## src/rtl/mem_stage.sv

```systemverilog
`default_nettype none
// ============================================================================
// Module   : mem_stage
// Purpose  : Jericalla memory-access stage. Data-RAM load/store with
//            configurable read wait states and a registered write-back word.
// Revision : 1.0 - initial release
// ============================================================================
module mem_stage #(
    parameter int ADDR_W      = 5,
    parameter int WAIT_CYCLES = 2
) (
    input  logic        clk,
    input  logic        rst_n,
    input  logic        in_valid,
    input  logic        in_wE_BR,
    input  logic        in_W_ram,
    input  logic        in_R_ram,
    input  logic [31:0] in_DW_alu,
    input  logic [31:0] in_DR2,
    output logic        stall,
    output logic        out_valid,
    output logic        out_wE_BR,
    output logic [31:0] out_data
);

    localparam int c_depth    = 1 << ADDR_W;
    localparam int c_cnt_w    = (WAIT_CYCLES > 1) ? $clog2(WAIT_CYCLES) : 1;
    localparam int c_cnt_init = (WAIT_CYCLES > 0) ? WAIT_CYCLES - 1 : 0;

    typedef enum logic [0:0] {
        S_IDLE = 1'b0,
        S_WAIT = 1'b1
    } state_t;

    state_t               r_state;
    state_t               w_state_nxt;
    logic [c_cnt_w-1:0]   r_cnt;
    logic [c_cnt_w-1:0]   w_cnt_nxt;
    logic [ADDR_W-1:0]    r_addr;
    logic [ADDR_W-1:0]    w_addr_nxt;
    logic                 r_we_cap;
    logic                 w_we_cap_nxt;
    logic                 w_valid_nxt;
    logic                 w_wbe_nxt;
    logic [31:0]          w_data_nxt;
    logic                 w_stall;
    logic                 w_ram_we;
    logic [ADDR_W-1:0]    w_addr;

    logic [31:0]          r_mem [0:c_depth-1];

    // Upper address bits are dropped so accesses wrap around the RAM.
    assign w_addr = in_DW_alu[ADDR_W-1:0];
    assign stall  = w_stall & rst_n;

    always_ff @(posedge clk) begin
        if (w_ram_we) begin
            r_mem[w_addr] <= in_DR2;
        end
    end

    always_comb begin
        w_state_nxt  = r_state;
        w_cnt_nxt    = r_cnt;
        w_addr_nxt   = r_addr;
        w_we_cap_nxt = r_we_cap;
        w_valid_nxt  = 1'b0;
        w_wbe_nxt    = 1'b0;
        w_data_nxt   = out_data;
        w_stall      = 1'b0;
        w_ram_we     = 1'b0;
        case (r_state)
            S_IDLE: begin
                if (in_valid) begin
                    if (in_W_ram) begin
                        // Store takes priority over a simultaneous read.
                        w_ram_we    = rst_n;
                        w_valid_nxt = 1'b1;
                        w_wbe_nxt   = in_wE_BR;
                        w_data_nxt  = in_DW_alu;
                    end else if (in_R_ram) begin
                        if (WAIT_CYCLES == 0) begin
                            w_valid_nxt = 1'b1;
                            w_wbe_nxt   = in_wE_BR;
                            w_data_nxt  = r_mem[w_addr];
                        end else begin
                            w_stall      = 1'b1;
                            w_addr_nxt   = w_addr;
                            w_we_cap_nxt = in_wE_BR;
                            w_cnt_nxt    = c_cnt_w'(c_cnt_init);
                            w_state_nxt  = S_WAIT;
                        end
                    end else begin
                        w_valid_nxt = 1'b1;
                        w_wbe_nxt   = in_wE_BR;
                        w_data_nxt  = in_DW_alu;
                    end
                end
            end
            S_WAIT: begin
                if (r_cnt != '0) begin
                    w_stall   = 1'b1;
                    w_cnt_nxt = r_cnt - c_cnt_w'(1);
                end else begin
                    w_valid_nxt = 1'b1;
                    w_wbe_nxt   = r_we_cap;
                    w_data_nxt  = r_mem[r_addr];
                    w_state_nxt = S_IDLE;
                end
            end
            default: begin
                w_state_nxt = S_IDLE;
            end
        endcase
    end

    always_ff @(posedge clk or negedge rst_n) begin
        if (!rst_n) begin
            r_state   <= S_IDLE;
            r_cnt     <= '0;
            r_addr    <= '0;
            r_we_cap  <= 1'b0;
            out_valid <= 1'b0;
            out_wE_BR <= 1'b0;
            out_data  <= '0;
        end else begin
            r_state   <= w_state_nxt;
            r_cnt     <= w_cnt_nxt;
            r_addr    <= w_addr_nxt;
            r_we_cap  <= w_we_cap_nxt;
            out_valid <= w_valid_nxt;
            out_wE_BR <= w_wbe_nxt;
            out_data  <= w_data_nxt;
        end
    end

endmodule
`default_nettype wire
```

## config.mk

```make
export PLATFORM = sky130hd
export DESIGN_NAME = mem_stage
export DESIGN_NICKNAME = d
export VERILOG_FILES = /design/src/rtl/mem_stage.sv
export SDC_FILE = /design/constraint.sdc
export NUM_CORES = 1
export LEC_CHECK = 0
export ABC_CLOCK_PERIOD_IN_PS = 4750
export CELL_PAD_IN_SITES_DETAIL_PLACEMENT = 2
export CELL_PAD_IN_SITES_GLOBAL_PLACEMENT = 2
export CORE_UTILIZATION = 30
export DETAILED_ROUTE_END_ITERATION = 8
export HOLD_SLACK_MARGIN = 0.08
export MAX_ROUTING_LAYER = met4
export PLACE_DENSITY = 0.55
export SYNTH_ARGS = -nofsm -noshare
export SYNTH_HDL_FRONTEND = slang
export SYNTH_SLANG_ARGS = --single-unit
```

## constraint.sdc

```tcl
create_clock -name clk -period 4.75 [get_ports clk]
set_input_delay 0.95 -clock clk [delete_from_list [all_inputs] [get_ports clk]]
set_output_delay 0.95 -clock clk [all_outputs]
set_load 0.03 [all_outputs]
```

# After elaboration in Yosys (flattened, before gate mapping)
# Memory sizes are Yosys's and may differ from the RTL's.
# Index checks and enable logic that the tools add are counted.
[totals]
regBits = 42
ramBits = 1024
inputBits = 70
out_inout_bits = 35
wordCells = 50
memories = 1
[memory_table]
columns = ["name", "depth", "width", "rd", "rd_ports_with_merged_regs", "write_ports", "line_no", "source"]
rows = [
  ["r_mem", 32, 32, 1, 0, 1, "50", "logic [31:0] r_mem [0:c_depth-1];"],
]
[op_classes]
n_addsub = 1
eq_ne = 5
muxes = 30
bitwise = 3
n_reduce_logical = 3
[ops]
columns = ["op", "count"]
rows = [
  ["two-way mux 32 bit", 4],
  ["one-hot mux 32 bit (2 select lines)", 1],
  ["two-way mux 1 bit", 21],
  ["!= test 2 bit, second input constant", 4],
  ["one-hot mux 1 bit (2 select lines)", 4],
  ["AND reduction 3 bit", 2],
  ["AND reduction 4 bit", 1],
  ["!= test 3 bit, second input constant", 1],
  ["inverter 1 bit", 2],
  ["AND 1 bit", 1],
  ["subtractor 1 bit, second input constant", 1],
]

# Depth between registers and ports, before layout
[logic_depth]
depth_word = 5
mapped_depth = 10

# Worst setup path after synthesis
# OpenSTA, ideal clock, no wires.
[synth_path]
kind = "input -> register"
start = "input in_DW_alu[4]"
end = "memory r_mem[18][0] (enable)"
setup_time_ns = 0.421
arrival_time_ns = 3.064
required_ns = 4.329
setup_slack_ns = 1.264
stages = 3
n_path_buf = 1
path_cell_list = "clkbuf_1 > or3b_2 > nor2_1"
[synth_rtl]
columns = ["element", "line_no", "source"]
rows = [
  ["start, declared", "18", "input logic [31:0] in_DW_alu,"],
  ["end, declared", "50", ""],
]
# No word-level cell before the write port.

# Worst setup path in the final report
[layout_path]
start = "input in_valid"
end = "output stall"
[layout_between]
elab_chain_len = 3
[layout_lines]
columns = ["element", "line_no", "source"]
rows = [
  ["start, declared", "14", "input logic in_valid,"],
  ["two-way mux 1 bit", "74", "if (in_valid) begin"],
  ["one-hot mux 1 bit (2 select lines)", "72", "case (r_state)"],
  ["net w_stall", "46", "logic w_stall;"],
  ["AND 1 bit", "54", "assign stall = w_stall & rst_n;"],
  ["end, declared", "20", "output logic stall,"],
]
# The timed path passes the listed nets, and every way through them passes these cells.

==> out/qor.yml <==
logic_synthesis:
  synth_top_family_by_area: "multiplexers"
  synth_area_um2: 41490
  yosysWarningCount: 0
  syn_nets: 1974
  synth_edf_count: 1024
  postSynthAreaPerCell_um2: 21.79
  ys_seq_area_frac: 0.7665
  yosys-top-cells-area: "edfxtp_1 74%, mux4_2 13%, mux2i_1 2.7%, dfrtp_1 2.5%, nand2_1 1.0%"
  synthCells: 1904
  synth-xor-area-share: 0
  synth.distinct_cells: 49
  synth-compound-area-share: 0.03538
  synth_flop_cell: "edfxtp_1"
  synth_seq_cells: 1066
  yosysTopAreaCellShare: 0.7412
  muxShareOfSynthArea: 0.1552
  async_flop_share: 0.03940
  yosys.area.top_type: "edfxtp_1"
  synthSimpleGateAreaFrac: 0.02539
  synth_fa_ha_area_frac: 0
global_route:
  grt_max_degree: 77
  grt_use_total: 0.1783
  overflow: 0
  grt_pass1_vias: 22250
  antenna_found_initial: 7
  grt_pass1_wl_mm: 172.4
pwr:
  leakagePower_nw: 15.64
  p_per_area_nw_per_um2: 497.5
  peakVddDrop_mv: 0.3712
cts:
  clkTransAtPathRegs_ps: 60
  cts_resized: 0
  max-clock-path-buffers: 3
  h-tree-depth: 3
  root_buffer: "clkbuf_16"
  cts_sinks: 1066
  ctsHoldBuffers: 0
  cts_tree: "built"
  numCtsBuffers: 116
  post_cts_buffers: 0
  clkLatencyLatePin_ps: 710
detailed_routing:
  wirelength_mm: 121.4
  vias: 20310
  drc: 0
  wire_per_inst_um: 30.25
  vias_per_cell: 5.061
  dr.pass1.iters: 5
  drtAntennaViolNets: 0
  dr.first_iter.drc_count: 1586
setup_path:
  slowest_delay_ps: 670
  r2r-end: "out_data[15]"
  arrival_ps: 2810
  reg2reg_depth: 5
  reg2reg_from: "r_addr[0]"
  path_cells: "clkdlybuf4s50_1 -> nand2b_1 -> nor2_1 -> a21o_1 -> and2_1 -> clkdlybuf4s50_1"
  worst-setup-path-type: "input port to output pin"
  crit_required_ps: 3800
  crit_path_start: "in_valid"
  crit_path_end: "stall"
  start_kind: "input port"
  rrSetupSlack_ps: 1720
  critPathSlowestCell: "clkdlybuf4s50_1"
  worstPathMaxFanout: 3
  end_kind: "output pin"
  critical_path.most_common_cell: "clkdlybuf4s50_1"
floorplanning:
  row_count: 136
  initial_core_util: 0.3021
  io_pins: 105
  core_area_um2: 137300
  die_x_um: 373.9
  die_area_um2: 139800
  die_h_um: 373.9
timing:
  finalMaxSlewViolations: 0
  slew-limit-headroom: 0.1308
  fin_crit_sh: 0.7918
  hold_violations: 0
  rsz0062_at_grt: "false"
  max_clock_freq_ghz: 0.2659
  worst_pin_slew_ps: 1300
  setup_violations: 0
  setup_tns_ps: 0
  post-route-min-period_ps: 3761
  fin_skew_ps: 20.15
  fin_hold_ws_ps: 350.7
finish:
  register_area_um2: 31810
  fillers: 13100
  layout-drive-gt1-share: 0.2823
  area.growth.synth_to_final_pct: 18.32
  final_nets: 2182
  multiInputGateArea_um2: 9244
placement:
  gp_congestion: 0.7784
  hpwlAfterDp_mm: 75.40
  port_buffers: 104
worst_hold_path:
  hold_path_class: "input port to async pin"
outcome:
  outcome: "finished clean"
run:
  cap_violations: 0
==> flip-flops by register name, indices dropped and copies added, names as in the netlist <==
register and flops:
r_mem 1024, out_data 32, r_addr 5, out_valid 1, out_wE_BR 1, r_cnt 1
r_state 1, r_we_cap 1
==> cells by family (layout without fill, tap and decap cells) <==
logic type | count (synthesis) | count (layout)
multiplexers | 351 | 351
AO/OA/AOI/OAI | 171 | 171
buffers and inverters | 106 | 416
AND/OR/NAND/NOR | 210 | 210
flip-flops | 1066 | 1066
other | 0 | 5
==> Yosys cell counts, types with 26 or more instances <==
| master | count |
|---|---|
| edfxtp_1 | 1024 |
| buf_4 | 26 |
| mux4_2 | 233 |
| buf_2 | 32 |
| a21o_1 | 32 |
| mux2i_1 | 110 |
| dfrtp_1 | 42 |
| nor2_1 | 40 |
| nand2_1 | 111 |
==> cell usage in the layout, fill, tap and decap left out, types with 6 or more instances in the layout <==
cell type	n
a211oi_2	23
a21o_1	32
a21oi_1	8
a221oi_2	12
a22o_1	8
a22oi_1	23
a31oi_1	8
and3_1	6
buf_12	12
buf_2	8
buf_4	78
bufinv_16	17
clkbuf_1	25
clkbuf_16	117
clkdlybuf4s50_1	95
clkinv_1	18
clkinv_2	26
dfrtp_1	39
edfxtp_1	1024
mux2_2	8
mux2i_1	110
mux4_2	233
nand2_1	111
nor2_1	6
nor2_4	34
nor3_2	23
o21ai_0	23
o221ai_1	23
==> stage by stage <==
step	cell area, um2	worst slack [ps]	utilization	instances	power, mW
2_1_floorplan	41490	1264	-	1904	13.53
3_3_place_gp	45140	1033	0.3287	3788	15.25
3_5_place_dp	45140	979.4	0.3287	3788	15.31
4_1_cts	49080	978.0	0.3574	4008	24.74
5_1_grt	49080	903.5	0.3574	4009	25.24
6_report	49090	988.7	0.3575	4013	24.42
==> report_power, final <==
group / internal [mW] / leakage, nW / switching, mW
Sequential: 10.5 / 9.70 / 0.369
Clock: 5.54 / 1.93 / 3.85
Combinational: 1.72 / 4.01 / 2.49
==> metal layers <==
layer  track usage  routed length (um)  vias to the layer above
met3       0.02404                4825                      151
met4       0.04286                2307                        0
met1        0.2486               56560                    11250
met2        0.2766               57690                      483
li1              -                   -                     8424
met5             -                   0                        -
==> how the worst min path moves through the flow <==
stage	start	to	slack, ps
finish	rst_n	out_data[7]	350
global route	rst_n	out_data[7]	380
CTS	rst_n	out_data[7]	340
detailed placement	r_we_cap	out_wE_BR	490
global placement	r_we_cap	out_wE_BR	480
floorplan	r_we_cap	out_wE_BR	460
==> cell type report <==
| cell class | instances | share of cell area |
|---|---|---|
| antenna | 5 | 0.0002549 |
| clock buffer | 147 | 0.06296 |
| clock inverter | 73 | 0.01738 |
| inverter | 3 | 0.0002804 |
| multi-input combinational | 732 | 0.1883 |
| sequential | 1066 | 0.6481 |
| tap | 1794 | 0.04573 |
| timing repair buffer | 193 | 0.03701 |
==> critical path: cells and delay by family <==
family                 cells  cell delay, ps
AOI/OAI and AO/OA          1             120
buffers and inverters      2            1250
and+or+nand+nor            3             490
No activity file was read; power rests on OpenSTA's default activity.
